<file path="src/rtl/btn_evt_pkg.sv">
// btn_evt_pkg: shared state type, counter sizing and parameter legality
// helpers for button_event_decoder and its cycle counter.
package btn_evt_pkg;

  typedef enum logic [2:0] {
    IDLE      = 3'd0,
    PRESS1    = 3'd1,
    WAIT2     = 3'd2,
    PRESS2    = 3'd3,
    LONG_HELD = 3'd4
  } state_t;

  // Smallest values for which the gesture timing still makes sense.
  localparam int MIN_LONG_PRESS_CYCLES = 2;
  localparam int MIN_DOUBLE_GAP_CYCLES = 1;
  localparam int MIN_REPEAT_CYCLES     = 1;

  function automatic int max3(input int a, input int b, input int c);
    int m;
    m = a;
    if (b > m) m = b;
    if (c > m) m = c;
    return m;
  endfunction

  // Bits needed so the largest terminal count is representable.
  function automatic int cnt_width(input int a, input int b, input int c);
    return $clog2(max3(a, b, c) + 1);
  endfunction

  function automatic bit params_legal(input int long_cycles, input int gap_cycles,
                                      input int repeat_cycles);
    return (long_cycles >= MIN_LONG_PRESS_CYCLES) &&
           (gap_cycles >= MIN_DOUBLE_GAP_CYCLES) &&
           (repeat_cycles >= MIN_REPEAT_CYCLES);
  endfunction

endpackage

</file>
<file path="src/rtl/btn_cycle_counter.sv">
// btn_cycle_counter: saturating, loadable up-counter with a compare that
// reports whether the next increment reaches the supplied terminal count.
module btn_cycle_counter #(
  parameter int W = 4
) (
  input  logic         clk,
  input  logic         rst_n,
  input  logic         load,
  input  logic [W-1:0] load_value,
  input  logic         inc,
  input  logic [W-1:0] term,
  output logic [W-1:0] count,
  output logic         reach
);

  localparam logic [W-1:0] MAX_COUNT = '1;

  logic [W-1:0] count_inc;

  assign count_inc = (count == MAX_COUNT) ? count : count + W'(1);
  assign reach     = (count_inc >= term);

  // Load has priority over increment; increments stop at all-ones.
  always_ff @(posedge clk or negedge rst_n) begin
    if (!rst_n) begin
      count <= '0;
    end else if (load) begin
      count <= load_value;
    end else if (inc) begin
      count <= count_inc;
    end
  end

endmodule

</file>
<file path="src/rtl/button_event_decoder.sv">
// button_event_decoder: classifies the debounced button level into short
// press, long press and double click pulses, plus a held level.
// Optional macro BTN_AUTOREPEAT_EN enables periodic repeat pulses while held;
// without it o_Repeat_Pulse is tied low and REPEAT_CYCLES is ignored.
module button_event_decoder
  import btn_evt_pkg::*;
#(
  parameter int LONG_PRESS_CYCLES = 8,
  parameter int DOUBLE_GAP_CYCLES = 5,
  parameter int REPEAT_CYCLES     = 4
) (
  input  logic i_Clk,
  input  logic i_Rst_n,
  input  logic i_Debounced,
  output logic o_Short_Pulse,
  output logic o_Long_Pulse,
  output logic o_Double_Pulse,
  output logic o_Held,
  output logic o_Repeat_Pulse
);

`ifdef BTN_AUTOREPEAT_EN
  localparam int CNT_W = cnt_width(LONG_PRESS_CYCLES, DOUBLE_GAP_CYCLES, REPEAT_CYCLES);
  localparam logic [CNT_W-1:0] REPEAT_TC = CNT_W'(REPEAT_CYCLES);
`else
  localparam int CNT_W = cnt_width(LONG_PRESS_CYCLES, DOUBLE_GAP_CYCLES, 1);
`endif
  localparam logic [CNT_W-1:0] LONG_TC = CNT_W'(LONG_PRESS_CYCLES);
  localparam logic [CNT_W-1:0] GAP_TC  = CNT_W'(DOUBLE_GAP_CYCLES);

  if (!params_legal(LONG_PRESS_CYCLES, DOUBLE_GAP_CYCLES, REPEAT_CYCLES)) begin : g_param_check
    $error("button_event_decoder: illegal LONG/DOUBLE_GAP/REPEAT cycle parameters");
  end

  state_t           state;
  logic             armed;
  logic             cnt_load;
  logic [CNT_W-1:0] cnt_load_value;
  logic             cnt_inc;
  logic [CNT_W-1:0] cnt_term;
  logic [CNT_W-1:0] count;
  logic             cnt_reach;

  btn_cycle_counter #(
    .W(CNT_W)
  ) u_counter (
    .clk       (i_Clk),
    .rst_n     (i_Rst_n),
    .load      (cnt_load),
    .load_value(cnt_load_value),
    .inc       (cnt_inc),
    .term      (cnt_term),
    .count     (count),
    .reach     (cnt_reach)
  );

  // Terminal count depends only on which timing the current state measures.
`ifdef BTN_AUTOREPEAT_EN
  assign cnt_term = (state == WAIT2)     ? GAP_TC :
                    (state == LONG_HELD) ? REPEAT_TC : LONG_TC;
`else
  assign cnt_term = (state == WAIT2) ? GAP_TC : LONG_TC;
`endif

  // Counter control: reload on every state change, otherwise count samples.
  always_comb begin
    cnt_load       = 1'b0;
    cnt_load_value = '0;
    cnt_inc        = 1'b0;
    case (state)
      IDLE: begin
        if (armed && i_Debounced) begin
          cnt_load       = 1'b1;
          cnt_load_value = CNT_W'(1);
        end
      end
      PRESS1: begin
        if (i_Debounced) begin
          if (cnt_reach) cnt_load = 1'b1;
          else           cnt_inc  = 1'b1;
        end else if (count < LONG_TC) begin
          cnt_load       = 1'b1;
          cnt_load_value = CNT_W'(1);
        end
      end
      WAIT2: begin
        if (i_Debounced || cnt_reach) cnt_load = 1'b1;
        else                          cnt_inc  = 1'b1;
      end
      PRESS2: begin
        if (!i_Debounced) cnt_load = 1'b1;
      end
      LONG_HELD: begin
`ifdef BTN_AUTOREPEAT_EN
        if (!i_Debounced || cnt_reach) cnt_load = 1'b1;
        else                           cnt_inc  = 1'b1;
`else
        if (!i_Debounced) cnt_load = 1'b1;
`endif
      end
      default: cnt_load = 1'b1;
    endcase
  end

`ifdef BTN_AUTOREPEAT_EN
  logic repeat_pulse;
  assign o_Repeat_Pulse = repeat_pulse;
`else
  assign o_Repeat_Pulse = 1'b0;
`endif

  // Gesture FSM with registered pulses; arming waits for a released button.
  always_ff @(posedge i_Clk or negedge i_Rst_n) begin
    if (!i_Rst_n) begin
      state          <= IDLE;
      armed          <= 1'b0;
      o_Short_Pulse  <= 1'b0;
      o_Long_Pulse   <= 1'b0;
      o_Double_Pulse <= 1'b0;
      o_Held         <= 1'b0;
`ifdef BTN_AUTOREPEAT_EN
      repeat_pulse   <= 1'b0;
`endif
    end else begin
      o_Short_Pulse  <= 1'b0;
      o_Long_Pulse   <= 1'b0;
      o_Double_Pulse <= 1'b0;
`ifdef BTN_AUTOREPEAT_EN
      repeat_pulse   <= 1'b0;
`endif
      if (!i_Debounced) armed <= 1'b1;
      case (state)
        IDLE: begin
          if (armed && i_Debounced) state <= PRESS1;
        end
        PRESS1: begin
          if (i_Debounced) begin
            if (cnt_reach) begin
              state        <= LONG_HELD;
              o_Long_Pulse <= 1'b1;
              o_Held       <= 1'b1;
            end
          end else if (count < LONG_TC) begin
            state <= WAIT2;
          end
        end
        WAIT2: begin
          if (i_Debounced) begin
            state <= PRESS2;
          end else if (cnt_reach) begin
            state         <= IDLE;
            o_Short_Pulse <= 1'b1;
          end
        end
        PRESS2: begin
          if (!i_Debounced) begin
            state          <= IDLE;
            o_Double_Pulse <= 1'b1;
          end
        end
        LONG_HELD: begin
          if (!i_Debounced) begin
            state  <= IDLE;
            o_Held <= 1'b0;
          end
`ifdef BTN_AUTOREPEAT_EN
          else if (cnt_reach) begin
            repeat_pulse <= 1'b1;
          end
`endif
        end
        default: begin
          state  <= IDLE;
          o_Held <= 1'b0;
        end
      endcase
    end
  end

endmodule

</file>
<file path="config.mk">
export PLATFORM = sky130hd
export DESIGN_NAME = button_event_decoder
export DESIGN_NICKNAME = d
export VERILOG_FILES = /design/src/rtl/btn_evt_pkg.sv /design/src/rtl/btn_cycle_counter.sv /design/src/rtl/button_event_decoder.sv
export SDC_FILE = /design/constraint.sdc
export NUM_CORES = 1
export LEC_CHECK = 0
export BUFFER_PORTS_ARGS = -buffer_cell sky130_fd_sc_hd__buf_2
export CAP_MARGIN = 10
export CORE_ASPECT_RATIO = 1.25
export CORE_MARGIN = 5
export CORE_UTILIZATION = 40
export DETAILED_ROUTE_END_ITERATION = 8
export PLACE_DENSITY_LB_ADDON = 0.12
export SLEW_MARGIN = 20
export SYNTH_ARGS = -nofsm -noshare
export SYNTH_HDL_FRONTEND = slang
export SYNTH_HIERARCHICAL = 1
export SYNTH_SLANG_ARGS = --single-unit
</file>
<file path="constraint.sdc">
create_clock -name i_Clk -period 4.2 [get_ports i_Clk]
set_input_delay 0.42 -clock i_Clk [delete_from_list [all_inputs] [get_ports i_Clk]]
set_output_delay 0.42 -clock i_Clk [all_outputs]
set_load 0.01 [all_outputs]
</file>
==> impl_metrics.env <==
export IMPL_drtIter0Drc=6
export IMPL_setup_violations=0
export IMPL_track_usage_pct=12.30
export IMPL_nFillCells=212
export IMPL_cts_buffer_depth=2
export IMPL_cts_buffers=3
export IMPL_hold_viol=0
export IMPL_ant_nets=0
export IMPL_grt_pass1_wl_um=3049
export IMPL_die_width_um=52.27
export IMPL_peakVddDrop_mv=0.2915
export IMPL_critPathCaptureType="register"
export IMPL_min_period_over_period_pct=82.54
export IMPL_grt_pass1_vias=677
export IMPL_regToRegStartpoint="state[1]$_DFFE_PN0P_"
export IMPL_areaGrowthSynthToFinish_pct=7.003
export IMPL_dp_hpwl_um=1240
export IMPL_vias_per_cell=4.993
export IMPL_ctsResizeCount=0
export IMPL_power_mw=0.7653
export IMPL_placedCellCount=133
export IMPL_antenna_cells=0
export IMPL_cts_root_buffer_cell="clkbuf_4"
export IMPL_overflow=0
export IMPL_power_density_mw_per_mm2=800.5
export IMPL_initial_core_util_pct=41.30
export IMPL_wl_um=1676
export IMPL_cts_tree="built"
export IMPL_path_clk_slew_ns=0.08
export IMPL_first_pass_iters=4
export IMPL_core_mm2=0.002163
export IMPL_max_freq_mhz=288.5
export IMPL_max_cap_violations=0
export IMPL_required_ns=4.37
export IMPL_fin_area_um2=955.9
export IMPL_slew_viol_final=0
export IMPL_synth_top_cells_by_count="12 x dfrtp_1, 9 x inv_1, 7 x a21oi_1, 7 x o21ai_0"
export IMPL_synth_edf_count=0
export IMPL_arrival_ns=3.64
export IMPL_reg2reg_depth=13
export IMPL_postCtsHoldBufs=0
export IMPL_total_leakage_power_nw=0.4294
export IMPL_ys_types=38
export IMPL_clock_sinks=12
export IMPL_die_h_um=62.84
export IMPL_antenna_found_initial=0
export IMPL_utilization_pct=44.19
export IMPL_period_minus_slack_ns=3.467
export IMPL_hold_worst_slack_ns=0.01163
export IMPL_num_rows=19
export IMPL_setup_tns_ns=0
export IMPL_skew_ns=0.005124
export IMPL_worst_slew_pin_slew_ns=0.7803
export IMPL_syn_area_per_cell_um2=9.210
export IMPL_htree_levels=1
export IMPL_ff2ff_setup_slack_ns=0.73
export IMPL_clk_latency_ns=0.27
export IMPL_yosysMostFrequentCell="dfrtp_1"
export IMPL_wl_per_cell_um=12.23
export IMPL_nets=115
export IMPL_die_area_mm2=0.003284
export IMPL_ys_ff_latch=12
export IMPL_ys_warn_count=6
export IMPL_status="finished clean"
export IMPL_hp_class="input pin to async pin"
export IMPL_grt_start_max_net_pins=16
export IMPL_cts_setup_buffers=0
export IMPL_critical_path_class="register to register"
export IMPL_seq_area_frac_synth_pct=33.61
export IMPL_timing_rr_end="u_counter/count[2]$_DFFE_PN0P_"
export IMPL_fin_cells=137
export IMPL_synth_top_cell_area_share_pct=33.61
export IMPL_ys_flop_type="dfrtp_1"
export IMPL_layout_drive_gt1_share_pct=20.75
export IMPL_netlist_area_um2=893.4
export IMPL_route_detailed_drc=0
export IMPL_port_buffers=6
export IMPL_critPathMaxFanout=11
export IMPL_rsz0062_at_grt="false"
export IMPL_async_flop_share_pct=100.0
export IMPL_pin_count=8
export IMPL_layout_setup_ws_ns=0.7334
export IMPL_pre_cts_ws_ns=0.7311
export IMPL_relSlewSlack_pct=47.43
export IMPL_vias=684
export IMPL_synth_top_cell_by_area="dfrtp_1"
export IMPL_place_gp_congestion=0.8241
export IMPL_syn_inst=97
export IMPL_cp_start_kind="register"
export IMPL_synth_area_top_cells="dfrtp_1 34%, ha_1 7.0%, a21oi_1 3.9%, o21ai_0 3.9%, inv_1 3.8%"
export IMPL_dpl_instance_area_um2=919.6
==> report_power, final <==
| part | internal [mW] | leakage (nW) | switching (mW) |
|---|---|---|---|
| clock network | 0.0527 | 0.0210 | 0.0410 |
| logic | 0.207 | 0.262 | 0.224 |
| registers | 0.160 | 0.146 | 0.0813 |
| total | 0.419 | 0.429 | 0.346 |
==> how the worst max path moves through the flow <==
| stage | to | slack [ns] | depth (start not counted) | startpoint |
|---|---|---|---|---|
| 2_1_floorplan | u_counter/count[2]$_DFFE_PN0P_ | 1.22 | 12 | u_counter/count[0]$_DFFE_PN0P_ |
| 3_3_place_gp | u_counter/count[2]$_DFFE_PN0P_ | 0.77 | 13 | state[1]$_DFFE_PN0P_ |
| 3_5_place_dp | u_counter/count[2]$_DFFE_PN0P_ | 0.73 | 12 | u_counter/count[0]$_DFFE_PN0P_ |
| 4_1_cts | u_counter/count[2]$_DFFE_PN0P_ | 0.72 | 12 | u_counter/count[0]$_DFFE_PN0P_ |
| 5_1_grt | u_counter/count[2]$_DFFE_PN0P_ | 0.49 | 12 | u_counter/count[0]$_DFFE_PN0P_ |
| 6_report | u_counter/count[2]$_DFFE_PN0P_ | 0.73 | 13 | state[1]$_DFFE_PN0P_ |
==> layout by cell type (no fill, tap or decap), drive strengths merged, types with 4 or more instances in the layout <==
cell	n
conb	5
dfrtp	12
ha	5
o21ai	7
a21oi	7
nand2	6
inv	9
buf	6
clkbuf	4
nor2	6
==> flip-flops by register name (all words and copies together), names as in the netlist <==
register	count
armed	1
o_Double_Pulse	1
o_Held	1
o_Long_Pulse	1
o_Short_Pulse	1
state	3
u_counter/count	4
==> per-layer routing <==
| metal | GRT usage [%] | vias to the layer above | share of wire (%) |
|---|---|---|---|
| met3 | 2.148 | 2 | 1.4 |
| met1 | 14.35 | 323 | 47 |
| met5 | 0 | - | 0 |
| met2 | 19.97 | 5 | 50 |
| met4 | 7.987 | 0 | 1.7 |
| li1 | - | 354 | - |
==> cells by family (layout without fill, tap and decap cells) <==
family | Yosys count | in the layout | share of synthesized area (%)
AO/OA/AOI/OAI | 24 | 24 | 15.97
XOR/XNOR | 1 | 1 | 0.9806
adder cells (fa/ha/maj) | 5 | 5 | 7.003
buffers and inverters | 14 | 19 | 10.22
flip-flops | 12 | 12 | 33.61
multiplexers | 4 | 4 | 4.902
other | 1 | 5 | 0.4198
AND/OR/NAND/NOR | 36 | 36 | 26.89
==> cell type report <==
type | count | area [um2] | area share (%)
inverter | 9 | 33.78 | 3.534
multi-input combinational | 75 | 516.7 | 54.06
clock buffer | 4 | 36.28 | 3.796
timing repair buffer | 6 | 30.03 | 3.141
sequential | 12 | 300.3 | 31.41
tap | 31 | 38.79 | 4.058
==> worst max-delay path: stages (launching register included) <==
cell and delay, ns:
dfrtp_1 0.57, inv_1 0.17, or3_4 0.41, inv_1 0.09
inv_1 0.05, ha_1 0.27, nand2_1 0.04, o21ai_0 0.61
and2_2 0.27, o22ai_1 0.07, a32oi_1 0.36, or2b_1 0.15
o21ai_0 0.07, a31o_2 0.23
(Power assumes the default switching activity.)
